**config.mk**
```make
export PLATFORM = sky130hd
export DESIGN_NAME = wb_arbiter2
export DESIGN_NICKNAME = d
export VERILOG_FILES = /design/src/rtl/wb_arbiter2.sv
export SDC_FILE = /design/constraint.sdc
export NUM_CORES = 1
export LEC_CHECK = 0
export BUFFER_PORTS_ARGS = -buffer_cell sky130_fd_sc_hd__clkbuf_2
export CORE_AREA = 2 2 122 124
export CTS_CLUSTER_SIZE = 14
export DETAILED_ROUTE_END_ITERATION = 8
export DIE_AREA = 0 0 124 126
export GPL_TIMING_DRIVEN = 0
export PLACE_DENSITY_LB_ADDON = 0.2
export SETUP_SLACK_MARGIN = 0.3
export SLEW_MARGIN = 20
export SYNTH_ARGS = -nofsm -noshare
export SYNTH_HDL_FRONTEND = slang
export SYNTH_SLANG_ARGS = --single-unit
```
**constraint.sdc**
```tcl
create_clock -name wb_clk_i -period 2.18 [get_ports wb_clk_i]
set_input_delay 0.109 -clock wb_clk_i [delete_from_list [all_inputs] [get_ports wb_clk_i]]
set_output_delay 0.109 -clock wb_clk_i [all_outputs]
set_load 0.02 [all_outputs]
```
**src/rtl/wb_arbiter2.sv**
```systemverilog
// Two-master round-robin Wishbone arbiter in front of a single slave port.
// The grant is held for a whole master cycle; a watchdog ends stalled strobes with err.
module wb_arbiter2 #(
  parameter int AW = 32,
  parameter int DW = 32,
  localparam int SW = DW / 8,
  parameter int TIMEOUT = 255
) (
  input  logic          wb_clk_i,
  input  logic          wb_reset_i,
  input  logic [AW-1:0] m0_wb_adr_i,
  input  logic [DW-1:0] m0_wb_dat_i,
  output logic [DW-1:0] m0_wb_dat_o,
  input  logic          m0_wb_we_i,
  input  logic [SW-1:0] m0_wb_sel_i,
  input  logic          m0_wb_cyc_i,
  input  logic          m0_wb_stb_i,
  output logic          m0_wb_ack_o,
  output logic          m0_wb_err_o,
  input  logic [AW-1:0] m1_wb_adr_i,
  input  logic [DW-1:0] m1_wb_dat_i,
  output logic [DW-1:0] m1_wb_dat_o,
  input  logic          m1_wb_we_i,
  input  logic [SW-1:0] m1_wb_sel_i,
  input  logic          m1_wb_cyc_i,
  input  logic          m1_wb_stb_i,
  output logic          m1_wb_ack_o,
  output logic          m1_wb_err_o,
  output logic [AW-1:0] s_wb_adr_o,
  output logic [DW-1:0] s_wb_dat_o,
  output logic          s_wb_we_o,
  output logic [SW-1:0] s_wb_sel_o,
  output logic          s_wb_cyc_o,
  output logic          s_wb_stb_o,
  input  logic [DW-1:0] s_wb_dat_i,
  input  logic          s_wb_ack_i,
  input  logic          s_wb_err_i,
  output logic [1:0]    gnt_o
);

  typedef enum logic [1:0] {
    IDLE = 2'd0,
    GNT0 = 2'd1,
    GNT1 = 2'd2
  } state_e;

  localparam logic [15:0] WDT_LIMIT = 16'(TIMEOUT - 1);

  state_e      state_q, state_d;
  logic        last_q, last_d;
  logic [15:0] wdt_q, wdt_d;

  logic sel_m1;
  logic granted;
  logic req_cyc;
  logic req_stb;
  logic stalled;
  logic timeout;
  logic term_ack;
  logic term_err;

  // Granted master's request and the watchdog stall/timeout condition.
  always_comb begin
    sel_m1  = (state_q == GNT1);
    granted = (state_q != IDLE);
    req_cyc = sel_m1 ? m1_wb_cyc_i : m0_wb_cyc_i;
    req_stb = sel_m1 ? m1_wb_stb_i : m0_wb_stb_i;
    stalled = granted & req_cyc & req_stb & ~s_wb_ack_i & ~s_wb_err_i;
    timeout = stalled & (wdt_q == WDT_LIMIT);
  end

  // Arbitration, release bookkeeping and watchdog count.
  always_comb begin
    state_d = state_q;
    last_d  = last_q;
    wdt_d   = 16'd0;
    case (state_q)
      IDLE: begin
        // On contention the master not served last wins; last_q resets to 1 so m0 goes first.
        if (m0_wb_cyc_i && (!m1_wb_cyc_i || last_q)) begin
          state_d = GNT0;
        end else if (m1_wb_cyc_i) begin
          state_d = GNT1;
        end else begin
          state_d = IDLE;
        end
      end
      GNT0: begin
        if (!m0_wb_cyc_i) begin
          state_d = IDLE;
          last_d  = 1'b0;
        end else if (stalled && !timeout) begin
          wdt_d = wdt_q + 16'd1;
        end else begin
          wdt_d = 16'd0;
        end
      end
      GNT1: begin
        if (!m1_wb_cyc_i) begin
          state_d = IDLE;
          last_d  = 1'b1;
        end else if (stalled && !timeout) begin
          wdt_d = wdt_q + 16'd1;
        end else begin
          wdt_d = 16'd0;
        end
      end
      default: begin
        state_d = IDLE;
      end
    endcase
  end

  // Slave-side mux and termination routing; all of it collapses when the state leaves a grant.
  always_comb begin
    s_wb_adr_o  = sel_m1 ? m1_wb_adr_i : m0_wb_adr_i;
    s_wb_dat_o  = sel_m1 ? m1_wb_dat_i : m0_wb_dat_i;
    s_wb_we_o   = sel_m1 ? m1_wb_we_i  : m0_wb_we_i;
    s_wb_sel_o  = sel_m1 ? m1_wb_sel_i : m0_wb_sel_i;
    s_wb_cyc_o  = granted & req_cyc;
    s_wb_stb_o  = granted & req_stb & ~timeout;
    m0_wb_dat_o = s_wb_dat_i;
    m1_wb_dat_o = s_wb_dat_i;
    // A slave ack outranks its own err so the two terminations stay exclusive.
    term_ack    = granted & s_wb_ack_i;
    term_err    = granted & ((s_wb_err_i & ~s_wb_ack_i) | timeout);
    m0_wb_ack_o = term_ack & ~sel_m1;
    m0_wb_err_o = term_err & ~sel_m1;
    m1_wb_ack_o = term_ack & sel_m1;
    m1_wb_err_o = term_err & sel_m1;
    gnt_o       = {sel_m1, granted & ~sel_m1};
  end

  // State, round-robin pointer and watchdog registers.
  always_ff @(posedge wb_clk_i or posedge wb_reset_i) begin
    if (wb_reset_i) begin
      state_q <= IDLE;
      last_q  <= 1'b1;
      wdt_q   <= 16'd0;
    end else begin
      state_q <= state_d;
      last_q  <= last_d;
      wdt_q   <= wdt_d;
    end
  end

endmodule
```
==> metrics.csv <==
metric,value,unit
slew_headroom,50.14,%
post-place-cells,737,
place_area,4124,sq um
syn_inst,267,
die_y,126,microns
dr.pass1.iters,4,
status,"complete, but fails checks",
worst-setup-path-type,reg2out,
leakage,2.441,nW
ys_warn_count,0,
fin_ws,0.1099,ns
die_width,124,microns
finalSetupViolCount,0,
grt_pass1_wl,19510,microns
cp_slowest_stage_delay,0.45,ns
final_antenna_net_count,0,
synth-seq-cells,19,
synth-edff-count,0,
slowest_stage,dfrtp_2,
n_antenna_cell,0,
synth_nets,451,
fmax,483.1,MHz
drt_iter0_drc,52,
synthesis.area_per_instance,9.185,sq um
critPathLaunchType,flop,
worstPathRequired,2.07,ns
critPathMaxFanout,4,
fin_nets,759,
area_delta_synth_final,95.15,%
place_congestion,0.8524,
grt_overflow,0,
clkTransAtPathRegs,0.06,ns
synth_cell_type_count,36,
cts.sinks,19,
finalHoldViolations,18,
p_per_area,818.3,nW/um^2
drive_gt1_share,84.32,%
grt_max_degree,20,
clk_latency,0.25,ns
r2r_cells,8,
netlist_area,2452,sq um
period_minus_slack,2.070,ns
post-route-drc-count,0,
pre_cts_ws,-0.2525,ns
start_util,17.13,%
maxCapViolations,0,
numCtsBuffers,3,
worstSetupEndpointType,output pin,
cp.arrival,1.96,ns
seqCellArea,479.2,sq um
crit_path_cell_trace,"ha_4, mux2i_4, a2111oi_4, a32oi_2, nor3b_2, clkbuf_4",
ir_worst_vdd,324.7,uV
rsz0062_at_grt,yes,
violations,hold timing,
final_area,4786,sq um
reg2reg_slack,0.22,ns
coreArea,14310,sq um
yosysSeqAreaShare,19.44,%
die_area,15620,sq um
skew,0.005895,ns
async_reset_ff_share,100.0,%
multiInputGateArea,1604,sq um
num_rows,44,
drv_slew,0,
vias,3050,
finalCritPeriodShare,94.96,%
routed_wl,15240,microns
viasPerCell,4.024,
htreeDepth,1,
synth_ff_type,dfrtp_1,
hold_ws,-0.03294,ns
track_usage,17.80,%
nFillCells,1546,
grt_pass1_vias,3108,
port_buffers,286,
cts_buffer_depth,2,
postCtsHoldBufs,0,
antenna_found_initial,2,
drt-wirelength-per-cell,20.10,microns
tns,0,ns
cts_root_buf,clkbuf_16,
layout.cells.non_filler,758,
worstMarginPinSlew,0.7471,ns
io_pins,319,
min_path_type,in2async,
cts_tree,yes,
dpl.hpwl,13670,microns
==> synth_stat cells, types with 2 or more instances <==
cell type   n  area (sq um)
ha_1        6         75.07
nor4bb_1    2         20.02
buf_4      65         488.0
and3_1      2         12.51
dfrtp_1    18         450.4
clkbuf_1    2         7.510
mux2_2     69         777.0
nand2_1     9         33.78
nand4_1     4         25.02
nor4_1      4         25.02
a21oi_1     4         20.02
buf_2       7         35.03
nor3_1      6         30.03
nand2b_1    2         12.51
xor2_1      3         26.28
nor2_1     19         71.32
xnor2_1    10         87.58
inv_1       8         30.03
o21ai_0     2         10.01
nand3_1     9         45.04
==> worst max-delay path: cells and delay by family, from the launching register on <==
kind / cells / cell delay [ns]
flip-flops: 1 / 0.45
AO/OA/AOI/OAI: 2 / 0.48
AND/OR/NAND/NOR: 1 / 0.18
buffers and inverters: 1 / 0.19
multiplexers: 1 / 0.21
adder cells (fa/ha/maj): 1 / 0.20
==> cells in the final DEF (no fill, tap or decap), drive strengths merged, types with 3 or more instances in the layout <==
cell,netlist,layout
nor4,4,4
nand4,4,4
mux2,69,69
a21oi,4,4
ha,6,6
xnor2,10,10
inv,8,8
dfrtp,18,18
nor2,19,19
nand2,9,9
nand3,10,10
xor2,3,3
buf,73,150
nor3,6,6
clkbuf,2,232
==> layout make-up <==
class                      count  share of cell area (%)
buffer                        75                   13.75
timing repair buffer         303                   35.63
sequential                    19                   10.01
clock buffer                   4                   1.647
inverter                       8                  0.6275
multi-input combinational    165                   33.52
tap                          184                   4.810
==> path summary, 6_finish.rpt <==
| path | start | endpoint |
|---|---|---|
| worst max-delay path | state_q[1] | m1_wb_err_o |
| worst min-delay path | wb_reset_i | wdt_q[8] |
| worst max register to register | state_q[1] | wdt_q[6] |
| worst min register to register | last_q | last_q |
| max in group asynchronous | wb_reset_i | state_q[1] |
| min in group wb_clk_i | m1_wb_cyc_i | state_q[1] |
==> routing by layer <==
| layer | wire [microns] | vias to the layer above | global-route usage (%) |
|---|---|---|---|
| li1 | - | 1475 | - |
| met3 | 3856 | 8 | 21.38 |
| met2 | 6834 | 175 | 29.02 |
| met4 | 43 | 4 | 0.7270 |
| met1 | 4470 | 1388 | 14.66 |
| met5 | 31 | - | 0 |
==> state kept, by name, summed over array words and instances (netlist names) <==
register and cells:
last_q 1, state_q 2, wdt_q 16
==> metrics by stage <==
step	power (mW)	utilization (%)	hold slack (ns)
after floorplan	2.029	-	0.05939
after global placement	2.971	28.81	0.2632
after detailed placement	2.985	28.81	0.2688
after CTS	3.594	31.19	0.003693
after global routing	4.180	33.44	0.03854
final	3.916	33.44	-0.03294
==> power breakdown <==
| part | switching, mW | total, mW | internal, mW | leakage [nW] |
|---|---|---|---|---|
| clock network | 0.127 | 0.375 | 0.249 | 0.0382 |
| logic | 1.63 | 3.13 | 1.50 | 2.15 |
| registers | 0.0291 | 0.415 | 0.386 | 0.257 |
==> cell families after synthesis <==
logic type      synth area share [%]
buf+inv                        23.32
simple gates                   13.47
flops                          19.44
fa+ha+maj                      3.061
mux                            32.09
compound gates                 3.980
xor+xnor                       4.643
==> timing repair <==
| action | in CTS | in global routing |
|---|---|---|
| pin swaps | 14 | 1 |
| setup buffers | 8 | 5 |
| resized for setup | 53 | 141 |
| cloned | 1 | 3 |
| hold endpoints to repair | 0 | 0 |
| setup endpoints to repair | 90 | 85 |
(Power assumes the default switching activity.)
